File: src/rtl/cache_mem_arbiter_pkg.sv
// Shared cpu types for the cache/RAM arbiter: RAM status codes, grant states
// and the machine word type.
package cache_mem_arbiter_pkg;

    typedef logic [31:0] word_t;

    typedef enum logic [1:0] {
        FREE   = 2'b00,
        BUSY   = 2'b01,
        ACCESS = 2'b10,
        ERROR  = 2'b11
    } ramstate_t;

    typedef enum logic [1:0] {
        IDLE   = 2'b00,
        IGRANT = 2'b01,
        DGRANT = 2'b10
    } arb_state_t;

endpackage

File: src/rtl/cache_mem_arbiter.sv
// Shares one RAM port between icache fills and dcache reads/writes. Data side
// wins ties unless the icache has been passed over STARVE_MAX times in a row.
module cache_mem_arbiter
    import cache_mem_arbiter_pkg::*;
#(
    parameter int STARVE_MAX = 4,
    parameter int CNT_W      = 3
) (
    input  logic        CLK,
    input  logic        nRST,
    input  logic        iREN,
    input  logic [31:0] iaddr,
    output logic        iwait,
    output logic [31:0] iload,
    input  logic        dREN,
    input  logic        dWEN,
    input  logic [31:0] daddr,
    input  logic [31:0] dstore,
    output logic        dwait,
    output logic [31:0] dload,
    output logic        ramREN,
    output logic        ramWEN,
    output logic [31:0] ramaddr,
    output logic [31:0] ramstore,
    input  logic [31:0] ramload,
    input  logic [1:0]  ramstate
);

    arb_state_t         r_state;
    arb_state_t         w_next_state;
    logic [CNT_W-1:0]   r_starve_cnt;
    logic [CNT_W-1:0]   w_starve_nxt;
    logic               w_access;
    logic               w_starved;
    logic               w_dreq;

    assign w_access  = (ramstate == ACCESS);
    assign w_starved = (r_starve_cnt == CNT_W'(STARVE_MAX));
    assign w_dreq    = dREN | dWEN;

    always_ff @(posedge CLK or negedge nRST) begin
        if (!nRST) begin
            r_state      <= IDLE;
            r_starve_cnt <= '0;
        end else begin
            r_state      <= w_next_state;
            r_starve_cnt <= w_starve_nxt;
        end
    end

    always_comb begin
        w_next_state = r_state;
        w_starve_nxt = r_starve_cnt;
        ramREN       = 1'b0;
        ramWEN       = 1'b0;
        ramaddr      = '0;
        ramstore     = '0;
        iwait        = 1'b1;
        dwait        = 1'b1;
        iload        = '0;
        dload        = '0;

        case (r_state)
            IDLE: begin
                // Every grant starts here, so enables always drop for a cycle
                // between transactions.
                if (w_dreq && !(iREN && w_starved))
                    w_next_state = DGRANT;
                else if (iREN)
                    w_next_state = IGRANT;
            end

            IGRANT: begin
                ramREN  = iREN;
                ramaddr = iaddr;
                if (!iREN) begin
                    w_next_state = IDLE;
                end else if (w_access) begin
                    iwait        = 1'b0;
                    iload        = ramload;
                    w_next_state = IDLE;
                    w_starve_nxt = '0;
                end
            end

            DGRANT: begin
                ramREN   = dREN;
                ramWEN   = dWEN;
                ramaddr  = daddr;
                ramstore = dstore;
                if (!w_dreq) begin
                    w_next_state = IDLE;
                end else if (w_access) begin
                    dwait        = 1'b0;
                    if (dREN)
                        dload = ramload;
                    w_next_state = IDLE;
                    // Only passes over a waiting ifetch count toward starvation.
                    if (!iREN)
                        w_starve_nxt = '0;
                    else if (!w_starved)
                        w_starve_nxt = r_starve_cnt + CNT_W'(1);
                end
            end

            default: w_next_state = IDLE;
        endcase
    end

endmodule

File: config.mk
export PLATFORM = sky130hd
export DESIGN_NAME = cache_mem_arbiter
export DESIGN_NICKNAME = d
export VERILOG_FILES = /design/src/rtl/cache_mem_arbiter_pkg.sv /design/src/rtl/cache_mem_arbiter.sv
export SDC_FILE = /design/constraint.sdc
export NUM_CORES = 1
export LEC_CHECK = 0
export CORE_AREA = 2 2 103 105
export CTS_BUF_LIST = sky130_fd_sc_hd__clkbuf_8
export CTS_CLUSTER_SIZE = 30
export DETAILED_ROUTE_END_ITERATION = 10
export DIE_AREA = 0 0 105 107
export GPL_TIMING_DRIVEN = 0
export PLACE_DENSITY_LB_ADDON = 0.2
export SLEW_MARGIN = 10
export SYNTH_ARGS = -nofsm -noshare
export SYNTH_HDL_FRONTEND = slang
export SYNTH_SLANG_ARGS = --single-unit
File: constraint.sdc
create_clock -name CLK -period 3.45 [get_ports CLK]
set_clock_uncertainty 0.15 [all_clocks]
set_input_delay 0.345 -clock CLK [delete_from_list [all_inputs] [get_ports CLK]]
set_output_delay 0.345 -clock CLK [all_outputs]
set_load 0.05 [all_outputs]
# Word level (Yosys, flattened, before mapping)
# Cells that the tools add are included.
# W data, S select, Z words.
# totals
register_bits,5
in_bits,135
out_inout_bits,132
wordCells,49
# classes
add_sub_neg,1
n_eq_ne,10
muxes,29
bitwise,1
reduce_logical,6
# op_table
cell,n
$mux W32,8
$pmux W32 S2,1
$mux W3,6
$mux W2,5
$ne A2 B2 Y1 const B,4
$mux W1,6
$ne A3 B3 Y1 const B,2
$pmux W2 S3,1
$pmux W3 S2,1
$reduce_and A6 Y1,1
$eq A2 B2 Y1 const B,2
$add A3 B1 Y3 const B,1
$eq A3 B3 Y1 const B,1
$eq A2 B1 Y1 const B,1
$logic_and A1 B1 Y1,2
$logic_not A2 Y1,1
$pmux W1 S2,1
$reduce_bool A2 Y1,1
$logic_not A1 Y1,1
$or A1 B1 Y1,1

# Logic depth before layout (Yosys ltp)
# Gate-level depths: netlist of run 1.
# depth
word_depth,6
depth_mapped,7
mapped_depth_nobuf,6

# Worst setup path before layout of run 1
# No wires, ideal clock.
# synth_path
kind,reg2out
start,register r_state[0]
end,output ramREN
arrival_time_ps,2043
required_time_ps,2955
slack_ps,912
stages_incl_launch_ff,6
n_path_buf,1
path_cell_list,dfrtp_1 > inv_1 > ha_1 > clkbuf_1 > nand2_1 > a21boi_0
# synth_via
elab_chain_len,2
elab_cells_between_ends,3
cone_classes,eq/ne (2); mux (1)
# synth_lines
item,line,rtl
from (decl),cache_mem_arbiter.sv:29,arb_state_t r_state;
from (signal assigned),cache_mem_arbiter.sv:46,r_state <= w_next_state;
$eq A2 B2 Y1 or $eq A2 B1 Y1 (tied branches),cache_mem_arbiter.sv:63,case (r_state)
$pmux W1 S2 *,cache_mem_arbiter.sv:63,
to (decl),cache_mem_arbiter.sv:21,"output logic ramREN,"
# Mark *: on every way between the ends. The rest lies on a longest branch, timed or not.

# Worst setup path after layout of run 1
# layout_path
start,register r_state[0]
end,output dload[7]
# layout_via
elab_chain_len,2
# layout_lines
item,line,rtl
$eq A2 B2 Y1,cache_mem_arbiter.sv:63,
$mux W32,cache_mem_arbiter.sv:63,
to (decl),cache_mem_arbiter.sv:20,"output logic [31:0] dload,"
# No other way between the ends.

==> results of run 1 <==
-- power groups by stage --
stage	logic (mW)	registers [mW]	clock network, mW
finish	2.38	0.112	0.108
global route	2.52	0.118	0.116
CTS	2.41	0.112	0.110
detailed placement	2.40	0.111	0
global placement	2.38	0.111	0
floorplan	1.57	0.105	0
-- critical path, stage by stage, from the launching register on --
cell	delay (ns)
dfrtp_1	0.40
inv_1	0.09
ha_1	0.18
buf_2	0.24
and3_1	0.27
clkbuf_1	0.32
and2_1	0.19
clkdlybuf4s50_1	0.83
-- sequential cells by signal, indices dropped and copies added (netlist names) --
name,flops
r_starve_cnt,3
r_state,2
-- area by class of cell --
type	instances	area (µm²)	share of cell area (%)
buffer	22	88.84	1.992
clock buffer	3	41.29	0.9257
clock inverter	1	3.754	0.08415
inverter	5	18.77	0.4208
multi-input combinational	205	1350	30.27
sequential	5	125.1	2.805
tap	136	170.2	3.815
timing repair buffer	266	2663	59.69
-- cells in the mapped netlist, types with 2 or more instances --
master	n	area [µm²]
a21boi_0	2	15.01
a22oi_1	32	240.2
and2_1	97	606.8
and3_1	2	12.51
buf_2	2	10.01
clkbuf_1	19	71.32
dfrtp_1	5	125.1
ha_1	6	75.07
inv_1	5	18.77
nand2_1	9	33.78
nand3_1	6	30.03
nand3b_1	2	15.01
nor2b_1	33	206.5
o21ai_0	3	15.01
-- stage by stage --
step | setup slack (ns) | area, µm² | total power, mW
after floorplan | 0.9117 | 1583 | 1.674
after global placement | 0.2127 | 4415 | 2.491
after detailed placement | 0.2060 | 4415 | 2.508
after CTS | 0.1338 | 4461 | 2.629
after global routing | 0.04444 | 4461 | 2.758
final | 0.2090 | 4461 | 2.597
-- per-layer routing --
layer,routed length [µm],part of all wire [%],vias up,GRT usage (%)
li1,-,-,1331,-
met1,3480,38,1186,16.98
met2,4804,52,133,28.90
met3,772,8.4,12,3.708
met4,110,1.2,0,2.667
met5,0,0,-,0
-- logic make-up (layout without fill, tap and decap cells) --
| group | after synthesis | in the layout | synth area share, % |
|---|---|---|---|
| simple gates | 157 | 157 | 60.63 |
| compound gates | 41 | 41 | 18.97 |
| buf+inv | 27 | 297 | 6.799 |
| fa+ha+maj | 6 | 6 | 4.743 |
| flops | 5 | 5 | 7.905 |
| mux | 1 | 1 | 0.9483 |
-- path summary, 6_finish.rpt --
path | start | endpoint | slack (ns) | cells past startpoint
max | r_state[0] | dload[7] | 0.21 | 7
min | nRST | r_starve_cnt[1] | 0.22 | 1
max reg2reg | r_state[0] | r_starve_cnt[2] | 1.56 | 6
min reg2reg | r_starve_cnt[1] | r_starve_cnt[1] | 0.39 | 2
max in group asynchronous | nRST | r_starve_cnt[2] | 2.72 | 1
min in group CLK | r_starve_cnt[1] | r_starve_cnt[1] | 0.39 | 2
==> results.toml, run 1 <==
[detailed_routing]
drtIter0Drc = 68
first_pass_iters = 4
ant_nets = 0
remaining_drc_errors = 0
routedWlPerCell_um = 14.26
viasPerCell = 4.140
num_vias = 2662
routed_wl_mm = 9.168

[die]
rows = 37
core_region_area_um2 = 10090
start_util_pct = 15.68
die_y_um = 107
ios = 267
die_w_um = 105
design.die.area_um2 = 11240

[worst_setup_path]
crit_required_ns = 2.95
cp.arrival_ns = 2.75
critPathCaptureType = "output pin"
cp_max_fo = 10
critPathKind = "flip-flop to output pin"
cp-start-kind = "flip-flop"

[power]
switching_share_pct = 59.59
powerDensity_nw_per_um2 = 582.2
combPwrFrac_pct = 91.5
p_int_mw = 1.050
p_seq_share_pct = 4.3
clockPowerShare_pct = 4.2
switching_power_mw = 1.547
p_leak_nw = 1.641
peakVddDrop_uv = 373.3

[cts]
root_buffer = "clkbuf_8"
postCtsSetupBuffers = 0
clock_tree.buffer_depth = 2
cts_resized = 0
worstSkewPairLatency_ns = 0.22
cts_tree = "yes"
holdBufCountCts = 0
clk_pin_slew_worst_paths_ns = 0.04
clkSinkCount = 5
cts-buffers-inserted = 3
cts_max_level = 1

[placement]
place_hpwl_mm = 7.924
io_buffers = 266
place_congestion = 0.7727
place_inst = 639

[layout]
areaGrowthSynthToFinish_pct = 181.8
layout_common_cells = "clkdlybuf4s50_1, and2_1, nor2b_1"
diodes = 0
final_util_pct = 44.20
final_cells = 643
layout_commonest_cell = "clkdlybuf4s50_1"
nFillCells = 1091
nets = 649
drive_gt1_share_pct = 1.775

[timing]
period_share_pct = 93.94
slew-limit-headroom_pct = 63.70
finalHoldViolations = 0
grt_setup_unrepaired = "no"
tightest_slew_ns = 0.5428
fmax_ghz = 0.3086
holdWs_ns = 0.2161
slew_violations = 0
min_period_ns = 3.241
fin_setup_tns_ns = 0
setup_violations = 0

[global_routing]
grt_pass1_vias = 2704
grt_usage_pct = 15.09
grt_overflow = 0
grt_pass1_wl_mm = 13.88
antenna_found_initial = 0
grt_max_degree = 11

[synthesis]
synth_seq_area_share_pct = 7.905
synth.cell_area_um2 = 1583
synth_seq_cells = 5
synth.avg_cell_area_um2 = 6.678
synth_edf_count = 0
synthCells = 237
syn_nets = 378
ys_warn_count = 0
synth_flop_cell = "dfrtp_1"
synth.distinct_cells = 28
synth_async_sr_flop_share_pct = 100.0

[outcome]
status = "finished, final reports clean"

[run]
drv_cap = 0

[min_path]
holdCritPathClass = "input pin to async pin"
(Power assumes the default switching activity.)
==> run 2: changes to the inputs <==
==> constraint.sdc (replaced) <==
create_clock -name CLK -period 3.45 [get_ports CLK]
set_clock_uncertainty 0.15 [all_clocks]
set_input_delay 0.345 -clock CLK [delete_from_list [all_inputs] [get_ports CLK]]
set_output_delay 0.345 -clock CLK [all_outputs]
set_load 0.01 [all_outputs]
==> results of run 2 <==
The final DEF is identical to that of run 1. Status: finished, final reports clean.
Among the figures that moved: setup slack after placement 0.2060 ns -> 0.4729 ns; setup slack after layout 0.2090 ns -> 0.4760 ns; total power 2.597 mW -> 1.791 mW; worst IR drop on VDD 373.3 µV -> 204.6 µV
